<file path="src/rtl/ms_uart_tx_arb.sv">
// Two-requester round-robin arbiter that feeds single bytes into a UART TX FIFO.
// The owner keeps the link until its last byte or MAX_BURST bytes; each write is followed by one GAP cycle.
module ms_uart_tx_arb #(
  parameter int unsigned FULL_BIT  = 0,
  parameter int unsigned MAX_BURST = 16
) (
  input  logic       CLK,
  input  logic       RESETN,
  input  logic       req0_valid,
  input  logic [7:0] req0_data,
  input  logic       req0_last,
  output logic       req0_ready,
  input  logic       req1_valid,
  input  logic [7:0] req1_data,
  input  logic       req1_last,
  output logic       req1_ready,
  input  logic [7:0] UFR,
  output logic [7:0] TX_DIN,
  output logic       write_fifo,
  output logic [1:0] grant,
  output logic       busy,
  output logic [1:0] dbg_state_o
);

  // Handshake: a byte moves on a posedge where reqN_valid and reqN_ready are both high.
  // ready is combinational from valid and the UART full flag, and is only ever high for the owner in LOCK.

  typedef enum logic [1:0] {
    S_IDLE = 2'd0,
    S_LOCK = 2'd1,
    S_GAP  = 2'd2
  } state_e;

  localparam logic [7:0] BURST_MAX = 8'(MAX_BURST);

  state_e     state_q, state_d;
  logic [1:0] grant_q, grant_d;
  logic       ptr_q, ptr_d;
  logic [7:0] burst_q, burst_d;
  logic [7:0] tx_din_q, tx_din_d;
  logic       wr_q, wr_d;
  logic       last_q, last_d;

  logic       uart_full;
  logic       own_valid;
  logic [7:0] own_data;
  logic       own_last;
  logic       accept;
  logic       unused_ufr;

  assign uart_full  = UFR[FULL_BIT];
  assign unused_ufr = ^UFR;

  always_comb begin
    own_valid = grant_q[1] ? req1_valid : req0_valid;
    own_data  = grant_q[1] ? req1_data  : req0_data;
    own_last  = grant_q[1] ? req1_last  : req0_last;
    accept    = (state_q == S_LOCK) && own_valid && !uart_full;
  end

  assign req0_ready  = accept && grant_q[0];
  assign req1_ready  = accept && grant_q[1];
  assign TX_DIN      = tx_din_q;
  assign write_fifo  = wr_q;
  assign grant       = grant_q;
  assign busy        = (state_q != S_IDLE);
  assign dbg_state_o = state_q;

  always_comb begin
    state_d  = state_q;
    grant_d  = grant_q;
    ptr_d    = ptr_q;
    burst_d  = burst_q;
    tx_din_d = tx_din_q;
    wr_d     = 1'b0;
    last_d   = last_q;
    case (state_q)
      S_IDLE: begin
        if (req0_valid || req1_valid) begin
          // ptr_q=0 favours requester 0 when both ask in the same cycle
          if (req0_valid && req1_valid) grant_d = ptr_q ? 2'b10 : 2'b01;
          else                          grant_d = req1_valid ? 2'b10 : 2'b01;
          burst_d = 8'd0;
          state_d = S_LOCK;
        end
      end
      S_LOCK: begin
        if (accept) begin
          tx_din_d = own_data;
          wr_d     = 1'b1;
          last_d   = own_last;
          burst_d  = burst_q + 8'd1;
          state_d  = S_GAP;
        end
      end
      S_GAP: begin
        if (last_q || (burst_q == BURST_MAX)) begin
          state_d = S_IDLE;
          grant_d = 2'b00;
          ptr_d   = grant_q[0];
        end else begin
          state_d = S_LOCK;
        end
      end
      default: begin
        state_d = S_IDLE;
        grant_d = 2'b00;
      end
    endcase
  end

  always_ff @(posedge CLK or negedge RESETN) begin
    if (!RESETN) begin
      state_q  <= S_IDLE;
      grant_q  <= 2'b00;
      ptr_q    <= 1'b0;
      burst_q  <= 8'd0;
      tx_din_q <= 8'h00;
      wr_q     <= 1'b0;
      last_q   <= 1'b0;
    end else begin
      state_q  <= state_d;
      grant_q  <= grant_d;
      ptr_q    <= ptr_d;
      burst_q  <= burst_d;
      tx_din_q <= tx_din_d;
      wr_q     <= wr_d;
      last_q   <= last_d;
    end
  end

endmodule
</file>
<file path="config.mk">
export PLATFORM = sky130hd
export DESIGN_NAME = ms_uart_tx_arb
export DESIGN_NICKNAME = d
export VERILOG_FILES = /design/src/rtl/ms_uart_tx_arb.sv
export SDC_FILE = /design/constraint.sdc
export NUM_CORES = 1
export LEC_CHECK = 0
export ABC_AREA = 1
export ABC_CLOCK_PERIOD_IN_PS = 1900
export CORE_UTILIZATION = 60
export CTS_CLUSTER_SIZE = 30
export DETAILED_ROUTE_END_ITERATION = 6
export DONT_BUFFER_PORTS = 1
export PLACE_DENSITY = 0.77
export SYNTH_ARGS = -nofsm -noshare
export SYNTH_HDL_FRONTEND = slang
export SYNTH_SLANG_ARGS = --single-unit
</file>
<file path="constraint.sdc">
create_clock -name CLK -period 1.9 [get_ports CLK]
set_clock_uncertainty 0.15 [all_clocks]
set_input_delay 0.19 -clock CLK [delete_from_list [all_inputs] [get_ports CLK]]
set_output_delay 0.19 -clock CLK [all_outputs]
set_load 0.02 [all_outputs]
</file>
# [After elaboration in Yosys (flattened, before gate mapping)]
# Cells that the tools add are included.
[word_totals] reg_bits=23 latch_bits=0 ramBits=0 romBits=0 in_bits=30 output_inout_bits=16 elab_cells=49 n_memories=0
[classes] n_addsub=1 mul=0 div_mod_pow=0 n_lt_le_gt_ge=0 eq_ne=6 n_shift=0 mux=18 n_bitwise=1 n_reduce_logical=16
[ops] operator="8-bit two-way mux" n=3
[ops] operator="8-bit one-hot mux with 2 select lines" n=1
[ops] operator="2-bit two-way mux" n=7
[ops] operator="2-bit one-hot mux with 3 select lines" n=2
[ops] operator="8-bit by 1-bit adder with 8-bit output (second input constant)" n=1
[ops] operator="8-bit by 5-bit equality test with 1-bit output (second input constant)" n=1
[ops] operator="2-bit != test (second input constant)" n=3
[ops] operator="2-bit AND reduction" n=3
[ops] operator="3-bit AND reduction" n=2
[ops] operator="1-bit logical AND" n=5
[ops] operator="1-bit two-way mux" n=5
[ops] operator="2-bit nonzero test" n=2
[ops] operator="2-bit by 1-bit equality test with 1-bit output (second input constant)" n=1
[ops] operator="2-bit equality test (second input constant)" n=1
[ops] operator="2-bit zero test" n=1
[ops] operator="1-bit logical OR" n=2
[ops] operator="1-bit zero test" n=1
[ops] operator="1-bit NOT" n=1

# [Depth between registers and ports, before layout]
# Gate-level depths: netlist (run 1).
[depth] ltp_word=5 mapped_depth=9

# [Worst setup path before layout (run 1)]
# No wires, ideal clock.
[synth_path] path_kind="register to output" startpoint="register state_q[1] (netlist: dbg_state_o[1])" endpoint="output req0_ready" arrival_ns=1.273 required_time_ns=1.560 setup_slack_ns=0.287 path_stages_with_launch=7 n_path_buf=1 path_cell_list="dfrtp_1 -> inv_2 -> nand2_2 -> nor2_4 -> nand2_4 -> buf_2 -> nor2_1"
[synth_via] elab_chain_cells=4
[synth_lines] item="from (decl)" line_no="36" rtl="state_e state_q, state_d;"
[synth_lines] item="from (signal assigned)" line_no="122" rtl="state_q <= state_d;"
[synth_lines] item="2-bit by 1-bit equality test with 1-bit output" line_no="58" rtl="accept = (state_q == S_LOCK) && own_valid && !uart_full;"
[synth_lines] item="1-bit logical AND (2 in series)" line_no="58"
[synth_lines] item="1-bit logical AND" line_no="61" rtl="assign req0_ready = accept && grant_q[0];"
[synth_lines] item="to (decl)" line_no="12" rtl="output logic req0_ready,"
# Every way passes these cells.

# [Worst setup path in the final report (run 1)]
[layout_path] startpoint="register grant_q[1] (netlist: grant[1])" endpoint="output req1_ready"
[layout_via] elab_chain_cells=4
[layout_lines] item="from (decl)" line_no="37" rtl="logic [1:0] grant_q, grant_d;"
[layout_lines] item="from (signal assigned)" line_no="123" rtl="grant_q <= grant_d;"
[layout_lines] item="1-bit two-way mux" line_no="55" rtl="own_valid = grant_q[1] ? req1_valid : req0_valid;"
[layout_lines] item="1-bit logical AND (2 in series)" line_no="58"
[layout_lines] item="1-bit logical AND (*)" line_no="62" rtl="assign req1_ready = accept && grant_q[1];"
[layout_lines] item="to (decl)" line_no="16" rtl="output logic req1_ready,"
# Every way passes the cells marked *; elsewhere a longest branch is shown, timed or not.

==> metrics.csv, run 1 <==
metric,value,unit
"Clk Latency, worst-skew pair",0.33,ns
Hold Crit Depth,3,
Max H-tree Level,1,
critical path's largest stage delay,0.45,ns
Syn Std Cell Area,1271,sq um
clock buffer depth,2,
Area Growth Syn to Fin,27.66,%
ys flop type,dfrtp_1,
P_leak,0.7741,nW
setup TNS,-0.01360,ns
Crit path required time,1.56,ns
synth unique cells,21,
Root Driver,clkbuf_4,
"most common cell after layout, fill and taps aside",nand2_1,
DIE HEIGHT,48.03,um
Starting Density,64.14,%
Die X,48.03,um
vias per inst,6.044,
routed vias,1366,
"EDFF count, synth",0,
first-pass GRT wire length,4.961,mm
worst setup margin,-0.01360,ns
Post-synth ARST share,100.0,%
area occupied by multi-input gates,616.8,sq um
number of nets still failing antenna checks after routing,0,
Tcrit/Tclk final,100.7,%
initial antenna violation count,0,
"critical path fanouts, max",11,
n_diodes,0,
PortBufs,0,
Register Area,578.1,sq um
Internal,1.046,mW
Synth warnings,0,
critical path class,reg -> out,
placed insts,192,
pin count of the biggest net entering global routing,25,
Core Rows,16,
post-DP HPWL,1.708,mm
Comb pwr share,43.1,%
register area share after synthesis,45.28,%
post-synthesis register bit count,23,
Reg power frac,45.2,%
routed wire length,4.058,mm
final setup fails,1,
FILL cells,109,
max_slew headroom,28.44,%
max-slew violations,0,
RR Startpoint,grant[1],
Post-Synthesis Cells,168,
Die ar.,2307,sq um
Net Sw Frac,50.75,%
Core Region,1982,sq um
Worst EP arrival,1.57,ns
average cell area after synthesis,7.567,sq um
cts bufs inserted,3,
MaxCap Viol Count,0,
vias in the first global route,1135,
most frequent cells in the layout,"46 x nand2_1, 28 x nor2_1, 22 x dlygate4sd3_1",
"Max stage delay cell, worst path",dfrtp_1,
Sink Count,23,
WHS Endpoint,grant[1],
Hold Path Class,in -> reg,
grt ovf,0,
"CTS clk-pin slew, worst paths",0.14,ns
Power Density,1309,nW/um^2
RR Endpoint,burst_q[6],
syn_nets,200,
net switching power,1.078,mW
start point of the worst hold path,req0_valid,
CTS tree,done,
nets,232,
worst hold slack,0.04159,ns
total power,2.124,mW
fmax,522.6,MHz
DRC,0,
share of cells above drive strength 1,16.58,%
Least-Margin Pin Slew,1.070,ns
fin cells,226,
failing checks,negative setup slack,
GRT Util Overall,32.37,%
DRT iter0 DRCs,77,
Clk pwr share,11.7,%
drt pass-1 iters,5,
"setup slack, reg-to-reg",0.13,ns
outcome,"complete, but fails checks",
crit path cell chain,inv_4 -> nand2_1 -> nand2_2 -> nand2_8 -> nor2_2 -> buf_4,
Crit. End Element,output port,
VDD IR max,0.001122,V
DR WL/cell,17.96,um
Register-to-Register Path Depth,9,
final critical-path required period,1.914,ns
CP Launch Type,flop,
Final Hold Viols,0,
num ports,46,
RePlAce Congestion,0.7772,
==> layer usage <==
metal | vias to the layer above | part of all wire, % | GRT usage [%]
met2 | 106 | 51 | 64.05
met5 | - | 0 | 0
met3 | 33 | 8.4 | 6.792
met4 | 0 | 6.5 | 11.67
li1 | 593 | - | -
met1 | 634 | 34 | 32.55
==> power by group through the flow <==
stage	clock (mW)	combinational, mW	sequential (mW)
6_report	0.249	0.916	0.959
5_1_grt	0.279	0.976	0.972
4_1_cts	0.242	0.727	0.934
3_5_place_dp	0	0.663	0.941
3_3_place_gp	0	0.641	0.938
2_1_floorplan	0	0.607	0.906
==> state kept, by name (all words and copies together) (netlist names) <==
register and cells:
dbg_state_o 2, write_fifo 1, TX_DIN 8, grant 2, burst_q 8, last_q 1
ptr_q 1
==> cell usage after synthesis, drive strengths merged (2+ instances only) <==
cell type | count | share of area [%]
nand3 | 12 | 4.7
o21ai | 11 | 4.9
buf | 5 | 3.0
inv | 17 | 5.0
nor2 | 31 | 9.7
dfrtp | 23 | 45
ha | 2 | 2.0
nand2 | 53 | 18
o31ai | 9 | 5.3
==> critical path: cells and delay by family (launching register included) <==
family	cells	cell delay, ns
AND/OR/NAND/NOR	4	0.51
flip-flops	1	0.45
buffers and inverters	2	0.29
==> logic make-up after synthesis <==
| kind of cell | share of synthesized area (%) |
|---|---|
| and+or+nand+nor | 32.58 |
| DFF | 45.28 |
| AOI/OAI and AO/OA | 11.81 |
| buffers and inverters | 8.365 |
| adders and majority gates | 1.968 |
==> stage by stage <==
step	worst slack, ns	instance area, sq um	util [%]
after global routing	-0.05052	1623	81.88
after CTS	0.004109	1545	77.97
after floorplan	0.2873	1271	-
after global placement	0.2962	1285	64.84
final	-0.01360	1623	81.88
after detailed placement	0.2498	1285	64.84
==> how the worst max path moves through the flow <==
stage / cells past startpoint / slack [ns] / endpoint / from
floorplan: 6 / 0.29 / req0_ready / dbg_state_o[1]
global placement: 8 / 0.30 / burst_q[0] / dbg_state_o[1]
detailed placement: 8 / 0.25 / burst_q[6] / dbg_state_o[1]
CTS: 6 / 0.004 / req0_ready / dbg_state_o[1]
global route: 6 / -0.05 / req1_ready / grant[1]
finish: 6 / -0.01 / req1_ready / grant[1]
==> final cells by class <==
cell class,count,share of cell area [%]
multi-input combinational,123,38.01
clock buffer,3,1.388
clock inverter,1,0.4626
tap,27,2.082
sequential,23,35.62
timing repair buffer,32,18.20
inverter,17,4.241
==> timing repair <==
| item | in CTS | in global routing |
|---|---|---|
| setup endpoints to repair | 2 | 2 |
| hold buffers | 22 | 0 |
| pin swaps | 0 | 2 |
| setup buffers | 0 | 7 |
| gates cloned | 0 | 1 |
| resized for setup | 2 | 6 |
| endpoints found under the hold margin | 36 | 0 |
Note: power is estimated with default switching activity, not from simulation.
==> run 2: changes to the inputs <==
- SETUP_SLACK_MARGIN: default -> 0.3
==> run 2 against run 1 <==
Against the previous run:
- the flow now finishes without violations
- total power rose by 12%
- critical endpoint unchanged
- global-route usage rose by 3.0 points
- largest power group is now combinational logic
- worst hold slack improved by 0.019 ns
- highest routed layer unchanged
- count of clock-buffer cells in the layout did not move
- final area rose by 8.8%
==> metrics.csv, run 2 (synthesis results as in run 1) <==
metric,value,unit,change
"most common cell after layout, fill and taps aside",nand2_1,,
cell area after layout,1765,sq um,+8.8%
final setup fails,0,,-1
Clk pwr share,10.4,%,-1.3 points
n_diodes,0,,unchanged
post-DP HPWL,1.708,mm,unchanged
Power Density,1343,nW/um^2,+2.6%
Starting Density,64.14,%,unchanged
RR Endpoint,burst_q[6],,
Setup crit end,req1_ready,,
clock buffer depth,2,,unchanged
VDD IR max,0.001113,V,-0.82%
nets,234,,+0.86%
FILL cells,72,,-34%
Tcrit/Tclk final,94.25,%,-6.5 points
fmax,558.4,MHz,+6.9%
Internal,1.151,mW,+10%
vias per inst,6.189,,+2.4%
share of cells above drive strength 1,24.88,%,+8.3 points
P_leak,0.8326,nW,+7.6%
Die ar.,2307,sq um,unchanged
cts bufs inserted,3,,unchanged
Hold Path Class,in -> reg,,
Max H-tree Level,1,,unchanged
first-pass GRT wire length,5.313,mm,+7.1%
Net Sw Frac,51.47,%,+0.72 points
DRC,0,,unchanged
drt pass-1 iters,4,,-1
Crit path required time,1.56,ns,about the same
"Max stage delay cell, worst path",dfrtp_2,,
CTS tree,done,,
Core Region,1982,sq um,unchanged
routed vias,1411,,+3.3%
max-slew violations,0,,unchanged
"critical path fanouts, max",4,,-7
"setup slack, reg-to-reg",0.14,ns,about the same
Place WS,0.2498,ns,unchanged
DR WL/cell,19.11,um,+6.4%
Crit path depth,6,,unchanged
num ports,46,,unchanged
final critical-path required period,1.791,ns,-0.1229 ns
"Clk Latency, worst-skew pair",0.32,ns,about the same
RePlAce Congestion,0.7772,,unchanged
DIE HEIGHT,48.03,um,unchanged
initial antenna violation count,0,,unchanged
Reg power frac,40.7,%,-4.5 points
worst setup path start,dbg_state_o[1],,
RSZ-0062 raised after global routing,yes,,
total power,2.371,mW,+12%
Core Rows,16,,unchanged
vias in the first global route,1219,,+7.4%
PortBufs,0,,unchanged
fin cells,228,,+0.88%
DP Area,1285,sq um,unchanged
worst setup margin,0.1093,ns,+0.1229 ns
worst hold slack,0.06024,ns,+0.01865 ns
setup TNS,0,ns,+0.01360 ns
most frequent CP cell,nor2_4,,
start point of the worst hold path,req0_valid,,
Root Driver,clkbuf_4,,
Least-Margin Pin Slew,1.039,ns,-0.03048 ns
DRT iter0 DRCs,98,,+27%
Top delay family on crit path,flip-flops,,
critical path's largest stage delay,0.52,ns,+0.07 ns
Buf/Inv on CP,2,,unchanged
critical path class,reg -> out,,
GRT Util Overall,35.35,%,+3.0 points
most frequent cells in the layout,"38 x nand2_1, 28 x nor2_1, 21 x dlygate4sd3_1",,
CP Launch Type,flop,,
Worst EP arrival,1.45,ns,-0.12 ns
MaxCap Viol Count,0,,unchanged
"CTS clk-pin slew, worst paths",0.14,ns,about the same
Crit. End Element,output port,,
RR Startpoint,dbg_state_o[1],,
outcome,finished clean,,
Die X,48.03,um,unchanged
routed wire length,4.357,mm,+7.4%
Sink Count,23,,unchanged
net switching power,1.220,mW,+13%
Comb pwr share,48.9,%,+5.8 points
placed insts,192,,unchanged
Area Growth Syn to Fin,38.88,%,
grt ovf,0,,unchanged
pin count of the biggest net entering global routing,24,,-4.0%
crit path cell chain,inv_4 -> nand2_4 -> nor2_4 -> nand2_8 -> nor2_4 -> buf_6,,
final core occ,89.08,%,+7.2 points
max_slew headroom,30.48,%,+2.0 points
Register-to-Register Path Depth,10,,+1
number of nets still failing antenna checks after routing,0,,unchanged
Final Hold Viols,0,,unchanged
==> run 2: changes by cell type in the layout (fill, tap and decap cells not counted), moves of 2 or more <==
cell	before	now
nand2_4	2	7
nand2_8	1	4
o21ai_1	5	2
nor2_2	2	0
nor2_4	1	3
o21ai_2	2	5
nand2_1	46	38
buf_6	0	3
==> run 2: worst min-delay path by stage <==
| stage | slack, ns | endpoint | depth (start not counted) |
|---|---|---|---|
| detailed placement | -0.26 | burst_q[7] | 0 |
| CTS | 0.01 | grant[1] | 3 |
| finish | 0.06 | grant[1] | 3 |
| floorplan | -0.26 | TX_DIN[0] | 0 |
| global placement | -0.26 | burst_q[7] | 0 |
| global route | 0.04 | grant[1] | 3 |
==> run 2: final cells by class <==
class	instances	area, sq um	share of cell area (%)
repair buffers	33	311.5	17.65
clock buffers	3	22.52	1.276
well taps	27	33.78	1.914
clock inverters	1	7.507	0.4252
inverters	17	71.32	4.040
multi-input cells	124	739.5	41.89
flip-flops and latches	23	579.3	32.81
==> run 2: what timing repair did <==
item	4_1_cts	5_1_grt
endpoints found under the setup margin	10	20
resized for setup	16	22
hold endpoints to repair	33	0
cloned	1	1
pin swaps	2	3
hold buffers	21	0
buffers inserted	5	4
==> run 2: power by group through the flow <==
stage	logic [mW]	clock network, mW	registers (mW)
finish	1.16	0.246	0.966
global route	1.23	0.268	0.985
CTS	0.864	0.242	0.942
detailed placement	0.663	0	0.941
global placement	0.641	0	0.938
floorplan	0.607	0	0.906
==> run 2: per-layer routing <==
metal	part of all wire [%]	global-route usage [%]	up-vias
met5	0	0	-
met3	9.1	7.925	31
li1	-	-	607
met1	34	38.04	657
met4	5.7	18.33	0
met2	51	64.05	116
==> run 2: worst min-delay path: stages <==
cell      delay, ns
a21boi_0       0.14
nand3_1        0.12
nand2_1        0.06
